<file path="src/rtl/pipe_stall_ctl.sv">
// Pipeline stall controller: load-use bubbles, data-memory wait stalls, timeout halt.
// Latency: stall controls are combinational from state and inputs; state/counters update on clock rise.
// Backpressure: wpcir=0 holds PC and IF/ID; mstall=1 freezes ID/EX..MEM/WB. Macro PIPE_STALL_CNT_EN enables stall_cnt.
module pipe_stall_ctl #(
   parameter int TIMEOUT = 16
) (
   input  logic        clock,
   input  logic        resetn,
   input  logic [4:0]  rs,
   input  logic [4:0]  rt,
   input  logic        use_rs,
   input  logic        use_rt,
   input  logic [4:0]  ern,
   input  logic        ewreg,
   input  logic        em2reg,
   input  logic        mmem_req,
   input  logic        dmem_ready,
   input  logic        resume,
   output logic        wpcir,
   output logic        dbubble,
   output logic        mstall,
   output logic        mem_err,
   output logic [1:0]  state,
   output logic [31:0] stall_cnt
);

   typedef enum logic [1:0] {
      ST_RUN   = 2'd0,
      ST_MWAIT = 2'd1,
      ST_HALT  = 2'd2,
      ST_BAD   = 2'd3
   } state_t;

   localparam logic [7:0] TIMEOUT_C = 8'(TIMEOUT);

   state_t     state_q, state_d;
   logic [7:0] wait_cnt_q, wait_cnt_d;
   logic       lu;

   // Load-use hazard: EX holds a load whose destination feeds an ID source.
   always_comb begin
      lu = ewreg & em2reg & (ern != 5'd0) &
           ((use_rs & (ern == rs)) | (use_rt & (ern == rt)));
   end

   // Next-state and stall outputs; memory stall outranks the load-use bubble.
   always_comb begin
      state_d    = state_q;
      wait_cnt_d = wait_cnt_q;
      wpcir      = 1'b1;
      dbubble    = 1'b0;
      mstall     = 1'b0;
      mem_err    = 1'b0;
      case (state_q)
         ST_RUN: begin
            if (mmem_req && !dmem_ready) begin
               wpcir      = 1'b0;
               mstall     = 1'b1;
               state_d    = ST_MWAIT;
               wait_cnt_d = 8'd1;
            end else if (lu) begin
               wpcir   = 1'b0;
               dbubble = 1'b1;
            end
         end
         ST_MWAIT: begin
            if (dmem_ready) begin
               // Access completes now, so the ID-stage hazard check applies again.
               state_d    = ST_RUN;
               wait_cnt_d = 8'd0;
               if (lu) begin
                  wpcir   = 1'b0;
                  dbubble = 1'b1;
               end
            end else if (wait_cnt_q < TIMEOUT_C) begin
               wpcir      = 1'b0;
               mstall     = 1'b1;
               wait_cnt_d = wait_cnt_q + 8'd1;
            end else begin
               wpcir   = 1'b0;
               mstall  = 1'b1;
               mem_err = 1'b1;
               state_d = ST_HALT;
            end
         end
         default: begin
            // HALT, and the unused encoding which behaves identically.
            wpcir  = 1'b0;
            mstall = 1'b1;
            if (resume) begin
               state_d    = ST_RUN;
               wait_cnt_d = 8'd0;
            end
         end
      endcase
      if (!resetn) begin
         wpcir   = 1'b1;
         dbubble = 1'b0;
         mstall  = 1'b0;
         mem_err = 1'b0;
      end
   end

   // State and memory-wait counter registers with synchronous reset.
   always_ff @(posedge clock) begin
      if (!resetn) begin
         state_q    <= ST_RUN;
         wait_cnt_q <= 8'd0;
      end else begin
         state_q    <= state_d;
         wait_cnt_q <= wait_cnt_d;
      end
   end

   assign state = state_q;

`ifdef PIPE_STALL_CNT_EN
   logic [31:0] stall_cnt_q, stall_cnt_d;

   // Count every non-reset cycle in which the front end is held; wraps naturally.
   always_comb begin
      stall_cnt_d = stall_cnt_q;
      if (!wpcir) stall_cnt_d = stall_cnt_q + 32'd1;
   end

   // Stall counter register.
   always_ff @(posedge clock) begin
      if (!resetn) stall_cnt_q <= 32'd0;
      else         stall_cnt_q <= stall_cnt_d;
   end

   assign stall_cnt = stall_cnt_q;
`else
   assign stall_cnt = 32'd0;
`endif

endmodule

</file>
<file path="config.mk">
export PLATFORM = sky130hd
export DESIGN_NAME = pipe_stall_ctl
export DESIGN_NICKNAME = d
export VERILOG_FILES = /design/src/rtl/pipe_stall_ctl.sv
export SDC_FILE = /design/constraint.sdc
export NUM_CORES = 1
export LEC_CHECK = 0
export ABC_CLOCK_PERIOD_IN_PS = 1930
export CORE_MARGIN = 1.5
export CORE_UTILIZATION = 35
export DETAILED_ROUTE_END_ITERATION = 6
export PLACE_DENSITY = 0.82
export SLEW_MARGIN = 10
export SYNTH_ARGS = -nofsm -noshare
export SYNTH_HDL_FRONTEND = slang
export SYNTH_SLANG_ARGS = --single-unit
</file>
<file path="constraint.sdc">
create_clock -name clock -period 1.93 [get_ports clock]
set_input_delay 0.386 -clock clock [delete_from_list [all_inputs] [get_ports clock]]
set_output_delay 0.386 -clock clock [all_outputs]
set_load 0.01 [all_outputs]
</file>
Yosys cells after proc, flatten, opt, wreduce, memory -nomap -nowiden --
Cells that the tools add are included.
Operators by class: bitwise gates (word level) 6, $lt $le $gt $ge 1, add/sub/neg operators 1, reductions and logical operators 7, mux-type cells 28, equal/unequal tests 6
Operator list (number):
- 8-bit 2-to-1 mux | 4
- 8-bit one-hot mux with 2 select lines | 1
- 1-bit 2-to-1 mux | 15
- 5-bit equality test | 2
- 8-bit by 1-bit adder with 8-bit output, second input constant | 1
- 8-bit by 5-bit less-than comparator with 1-bit output, second input constant | 1
- 2-bit 2-to-1 mux | 4
- 3-bit inequality test, second input constant | 2
- 1-bit one-hot mux with 2 select lines | 3
- 3-bit AND reduction | 2
- 1-bit bitwise AND | 5
- 5-bit nonzero test | 1
- 2-bit one-hot mux with 2 select lines | 1
- 3-bit nonzero test | 1
- 2-bit by 1-bit equality test with 1-bit output, second input constant | 1
- 2-bit zero test | 1
- 2-bit inequality test, second input constant | 1
- 1-bit logical AND | 1
- 1-bit zero test | 1
- 1-bit OR | 1
Word-level totals: input port bits 24, register bits 10, word-level logic and storage cells 51, output and inout bits 38

Depth between registers and ports, before layout --
Gate-level depths: netlist (run 1).
word-level depth 8, mapped depth 4

Worst setup path after synthesis (run 1) --
OpenSTA, ideal clock, no wires.
kind input to output, start in ern[1], end out wpcir, data arrival time 1.379 ns, buffers on the path 0, stages on the path 3, path slack 0.165 ns, cells stage by stage or4_1 -> o2111ai_1 -> a2bb2oi_1
On the way: word-level cells in the longest chain between the ends 8, elaborated cells on any way between the ends 13, classes of those cells eq/ne (2); mux (5); bitwise (5); reduce/logical (1)
RTL lines:
- start: declaration | line 13 | input logic [4:0] ern,
- 5-bit equality test | line 43 | ((use_rs & (ern == rs)) | (use_rt & (ern == rt)));
- 1-bit bitwise AND | line 43
- 1-bit OR | line 43
- 1-bit bitwise AND * | line 42 | lu = ewreg & em2reg & (ern != 5'd0) &
- 1-bit 2-to-1 mux * | line 61, 71
- 1-bit 2-to-1 mux (on tied branches) | line 67, 56
- 1-bit one-hot mux with 2 select lines * | line 54 | case (state_q)
- 1-bit 2-to-1 mux * | line 96 | if (!resetn) begin
- end: declaration | line 19 | output logic wpcir,
Mark *: on every way between the ends. The rest lies on a longest branch, timed or not.

Final worst setup path (run 1) --
Same ends and word-level chain as after synthesis.

==> run_results.csv, run 1 <==
group,metric,value,unit
run_status,status,"completed",
timing,rsz0062_at_grt,"true",
worst_setup_path,critPathLaunchType,"input pin",
logic_synthesis,synth.avg_cell_area,7.969,um^2
global_route,antenna_found_initial,0,
logic_synthesis,synth_compound_area_share,16.41,%
cts,cts_hold_buffers,0,
timing,post-route-period-util,98.30,%
logic_synthesis,ys.warnings.count,0,
timing,fin_crit,1.897,ns
route,firstDrtPassIters,6,
worst_setup_path,cpPeakStageDelay,0.54,ns
cts,cts_tree,"yes",
worst_setup_path,crit_fanout,3,
route,antenna_left,0,
logic_synthesis,ys.flop_type,"dfxtp_1",
place,gp_congestion,0.8017,
worst_setup_path,r2r-end,"wait_cnt_q[3]",
route,routed_wl,2.032,mm
timing,fmax,527.1,MHz
logic_synthesis,ys_async_sr_fraction,0,%
global_route,grt_start_max_net_pins,8,
min_path,min_to,"wait_cnt_q[6]",
layout,drive_gt1_share,26.92,%
min_path,whs_path_depth,2,
cts,clk_pin_slew,0.06,ns
logic_synthesis,synthXorXnorAreaFrac,9.901,%
floorplan,ios,62,
route,drtIter0Drc,12,
floorplan,dieWidth,53.28,um
timing,finalSetupTns,0,ns
place,port_buffers,29,
logic_synthesis,synth_top_area_share,27.16,%
logic_synthesis,syn_inst,111,
min_path,hp-class,"reg -> reg",
route,routed-via-count,840,
logic_synthesis,ys_types,35,
floorplan,start_util,36.37,%
global_route,grt_overflow,0,
worst_setup_path,arrival,1.51,ns
timing,hold_viol,0,
worst_setup_path,cp.required,1.54,ns
power_and_ir_drop,power_per_cell_area,463.2,mW/mm^2
cts,clock_path_buffers,2,
power_and_ir_drop,p_leak,0.5609,nW
layout,area_growth,40.03,%
logic_synthesis,yosysSeqAreaShare,22.63,%
worst_setup_path,critical_path.top_delay_family,"simple AND/OR/NAND/NOR gates",
logic_synthesis,synthTopCellsByArea,"buf_4 (27%), dfxtp_1 (23%), xor2_1 (7.9%), o21ai_0 (2.8%), a21boi_0 (2.5%)",
worst_setup_path,path_buf_inv,2,
timing,finalClockSkew,0.01079,ns
cts,insertion_delay,0.28,ns
power_and_ir_drop,ir_drop,0.2349,mV
global_route,first_global_vias,753,
logic_synthesis,synth_top_family_by_area,"buffers and inverters",
layout,layout.cells.non_filler,186,
worst_setup_path,rrSetupSlack,0.06,ns
layout,utilization,50.93,%
timing,finalSetupViolations,0,
worst_setup_path,cp_slowest_cell,"or4_4",
floorplan,die_height,53.28,um
worst_setup_path,r2r_start,"wait_cnt_q[4]",
floorplan,rows,18,
layout,diodes,0,
logic_synthesis,mappedNetlistArea,884.6,um^2
min_path,hold_path.startpoint,"wait_cnt_q[6]",
cts,cts_buffers,3,
worst_setup_path,crit_type,"in -> out",
cts,clockRootBuffer,"clkbuf_4",
global_route,grt_pass1_wl,3.091,mm
worst_setup_path,rr_worst_depth,5,
logic_synthesis,synth-simple-area-share,19.94,%
logic_synthesis,synth_enable_flop_cells,0,
worst_setup_path,path_cells,"buf_8 -> or4_4 -> o2111ai_4 -> a2bb2oi_2 -> buf_2",
timing,finalMaxSlewViolations,0,
flow_run,drv_cap,0,
place,placed_cells,181,
logic_synthesis,synth_mux_area_share,0,%
worst_setup_path,endpoint_kind,"primary output",
logic_synthesis,synth_largest_area_cell,"buf_4",
logic_synthesis,synth-adder-area-share,1.414,%
cts,clock-sinks,10,
route,wl_per_cell,10.92,um
place,hpwl,1.681,mm
floorplan,core_area,0.002432,mm^2
layout,finalNetCount,182,
route,viasPerCell,4.516,
cts,cts_htree_levels,1,
route,drc,0,
floorplan,dieArea,0.002838,mm^2
logic_synthesis,ys_seq_elements,10,
global_route,track_usage,15.42,%
[flip-flops by register name, indices dropped and copies added, names as in the netlist]
signal      count
state           2
wait_cnt_q      8
[layer usage]
layer	wire length [um]	track usage, %	vias up
met5	0	0	-
met4	52	11.11	0
met3	118	2.260	5
met2	1087	27.16	36
met1	773	16.47	390
li1	-	-	409
[worst register-to-register path, stage by stage (launching register included)]
cell and delay [ns]:
dfxtp_1 0.31, or4_4 0.52, buf_4 0.16, and2_4 0.14, or4_1 0.53, a21oi_2 0.15
[Yosys cell counts (3+ instances only)]
| master | number |
|---|---|
| a21oi_1 | 4 |
| nand2_1 | 4 |
| buf_4 | 32 |
| xor2_1 | 8 |
| nor2_1 | 6 |
| inv_1 | 5 |
| dfxtp_1 | 10 |
| or4_1 | 3 |
| o21ai_0 | 5 |
| nor3_1 | 3 |
| a21boi_0 | 3 |
[where the power goes]
group          leakage [nW]  switching, mW  internal [mW]
Sequential           0.0809        0.00307          0.209
Clock                0.0210         0.0822          0.115
Combinational         0.459         0.0858         0.0783
[cell type report]
class / instances / area (um^2)
Inverter: 5 / 18.77
Tap cell: 30 / 37.54
Clock buffer: 4 / 36.28
Sequential cell: 10 / 200.2
Multi-Input combinational cell: 95 / 596.8
Timing Repair Buffer: 42 / 349.1
Fill cell: 240 / 1194
[logic make-up after synthesis]
kind of cell | after synthesis
other | 1
XOR/XNOR | 10
buffers and inverters | 37
adder cells (fa/ha/maj) | 1
AND/OR/NAND/NOR | 30
flip-flops | 10
AO/OA/AOI/OAI | 22
[worst max path at each step]
stage | start | endpoint | slack (ns) | cells past startpoint
2_1_floorplan | ern[1] | wpcir | 0.17 | 3
3_3_place_gp | ern[1] | wpcir | -0.83 | 5
3_5_place_dp | ern[1] | wpcir | -0.86 | 5
4_1_cts | ern[1] | wpcir | -0.03 | 5
5_1_grt | ern[2] | wpcir | -0.04 | 7
6_report | ern[1] | wpcir | 0.03 | 5
[through the flow]
step | setup slack (ns) | hold slack [ns] | cell area, um^2 | power (mW)
2_1_floorplan | 0.1654 | 0.4076 | 1001 | 0.3347
4_1_cts | -0.02785 | 0.4308 | 1224 | 0.5687
3_5_place_dp | -0.8613 | 0.4208 | 1179 | 0.3745
5_1_grt | -0.04481 | 0.4578 | 1239 | 0.6020
3_3_place_gp | -0.8263 | 0.4169 | 1179 | 0.3696
6_report | 0.03274 | 0.4293 | 1239 | 0.5738
[cells in the final DEF, fill, tap and decap left out, types with 2 or more instances in the layout]
cell type        Yosys  layout
a21oi_1              4       3
o31ai_1              2       2
dlygate4sd2_1        0       4
or4_4                1       2
clkdlybuf4s50_1      0       9
nor2b_1              2       2
conb_1               1      32
dfxtp_1             10      10
a21boi_0             3       3
xor2_1               8       7
nor2_1               6       6
o21ai_0              5       4
inv_1                5       5
or4_1                3       2
clkdlybuf4s15_1      0       2
buf_2                0       4
nor4_2               0       2
buf_4               32      13
buf_6                0       3
nand2_1              4       4
xnor2_1              2       2
clkbuf_2             0       5
nor3_1               3       3
clkbuf_4             0       3
[repair_timing]
| action | CTS | global route |
|---|---|---|
| pin swaps | 9 | 12 |
| endpoints found under the setup margin | 4 | 5 |
| resized for setup | 52 | 22 |
| buffers inserted | 1 | 0 |
Power figures use the tool's default switching activity.
==> inputs of run 2 (changes only) <==
- CORE_ASPECT_RATIO: default -> 0.9
- MAX_ROUTING_LAYER: default -> met4
==> run 2 against run 1 <==
Design area up 2.7%. Global-route usage down 0.49 points. The run now ends with negative setup slack left. Register-to-register slack better by 0.03 ns. Clock skew down 0.0068 ns. Cell count up 0.54%. Fmax down 2.3%. Sequential cell count unchanged. Sequential power about the same. Via count up 3.6%. Highest routed layer unchanged. Count of clock-buffer cells in the layout down 1. Die area about the same. Critical path depth up 1. Largest power group unchanged.
==> run_results.csv, run 2 (synthesized netlist as in run 1, its figures left out) <==
group,metric,value,unit
floorplan,die_height,50.70,um
timing,holdWs,0.4307,ns
route,antenna_left,0,
cts,cts_hold_buffers,0,
timing,finalMaxSlewViolations,0,
worst_setup_path,crit_fanout,3,
timing,finalSetupViolations,1,
route,viasPerCell,4.652,
layout,largest_reg_flops,8,
floorplan,start_util,36.48,%
route,firstDrtPassIters,4,
layout,fillerInstances,244,
worst_setup_path,crit_type,"in -> out",
cts,cts_buffers,3,
cts,clock-sinks,10,
route,wl_per_cell,11.80,um
cts,insertion_delay,0.26,ns
route,routed_wl,2.206,mm
layout,diodes,0,
layout,layout.cells.non_filler,187,
timing,fmax,515.0,MHz
global_route,antenna_found_initial,0,
power_and_ir_drop,total_power,0.5267,mW
timing,fin_crit,1.942,ns
global_route,grt_pass1_wl,3.318,mm
power_and_ir_drop,ir_drop,0.2233,mV
layout,final_cell_mix,"conb_1 (32), buf_4 (16), dfxtp_1 (10), clkdlybuf4s50_1 (9), xor2_1 (8)",
floorplan,ios,62,
layout,largest-register,"wait_cnt_q",
layout,drive_gt1_share,26.42,%
timing,rsz0062_at_grt,"true",
place,gp_congestion,0.8255,
floorplan,rows,17,
global_route,grt_start_max_net_pins,9,
layout,area_growth,43.85,%
run_status,status,"finished, violations left",
power_and_ir_drop,power_per_cell_area,413.9,mW/mm^2
cts,cts_tree,"yes",
timing,finalClockSkew,0.004027,ns
floorplan,dieWidth,55.99,um
min_path,hp-class,"reg -> reg",
floorplan,core_area,0.002425,mm^2
layout,multi_input_area,601.8,um^2
global_route,first_global_vias,745,
power_and_ir_drop,p_leak,0.5789,nW
place,port_buffers,29,
global_route,track_usage,14.93,%
layout,register_area,200.2,um^2
floorplan,dieArea,0.002838,mm^2
worst_setup_path,cp.required,1.54,ns
layout,mostFrequentLayoutCell,"conb_1",
cts,clk_pin_slew,0.06,ns
place,placed_cells,180,
cts,cts_htree_levels,1,
route,drc,0,
run_status,violations,"negative setup slack",
flow_run,drv_cap,0,
layout,finalNetCount,186,
route,drtIter0Drc,22,
timing,post-route-period-util,100.6,%
timing,hold_viol,0,
cts,clockRootBuffer,"clkbuf_4",
cts,clock_path_buffers,2,
worst_setup_path,endpoint_kind,"primary output",
timing,finalSetupTns,-0.01176,ns
global_route,grt_overflow,0,
worst_setup_path,critPathLaunchType,"input pin",
place,hpwl,1.659,mm
route,routed-via-count,870,
worst_setup_path,arrival,1.56,ns
timing,setup_ws,-0.01176,ns
-- run 2: report_power, final --
part | internal [mW] | switching, mW | total (mW)
clock | 0.0718 | 0.0685 | 0.140
combinational | 0.0828 | 0.0917 | 0.175
sequential | 0.209 | 0.00242 | 0.212
total | 0.364 | 0.163 | 0.527
-- run 2: layout make-up --
class                      instances  area share (%)
inverter                           5           1.475
clock buffer                       3           1.770
timing repair buffer              46           30.97
multi-input combinational         95           47.30
tap                               28           2.753
sequential                        10           15.73
-- run 2: metrics by stage --
| step | setup slack, ns | utilization, % | cell area, um^2 |
|---|---|---|---|
| after floorplan | 0.1654 | - | 1001 |
| after global placement | -0.8377 | 48.81 | 1184 |
| final | -0.01176 | 52.48 | 1272 |
| after detailed placement | -0.8330 | 48.81 | 1184 |
| after CTS | -0.06102 | 50.72 | 1230 |
| after global routing | -0.04343 | 52.48 | 1272 |
-- run 2: final timing paths --
check	slack, ns	startpoint	cells after the start	end
setup / recovery	-0.01	ern[1]	6	dbubble
hold / removal	0.43	wait_cnt_q[7]	2	wait_cnt_q[7]
setup reg to reg	0.09	wait_cnt_q[4]	5	wait_cnt_q[3]
hold reg to reg	0.43	wait_cnt_q[7]	2	wait_cnt_q[7]
-- run 2: timing repair --
item                       in CTS  in global routing
setup endpoints to repair       4                  4
pin swaps                      10                 10
buffers inserted                1                  3
resized for setup              46                 20
-- run 2: routing by layer --
metal	vias to the layer above	wire length, um	GRT usage (%)
li1	415	-	-
met1	402	846	18.60
met2	49	1156	25.49
met3	4	165	1.546
met4	0	37	4.762
met5	-	0	-
-- run 2: worst max-delay path: stages --
cell	delay, ns
buf_8	0.10
or4_4	0.54
o2111ai_4	0.22
buf_4	0.15
nor3_2	0.03
buf_2	0.14
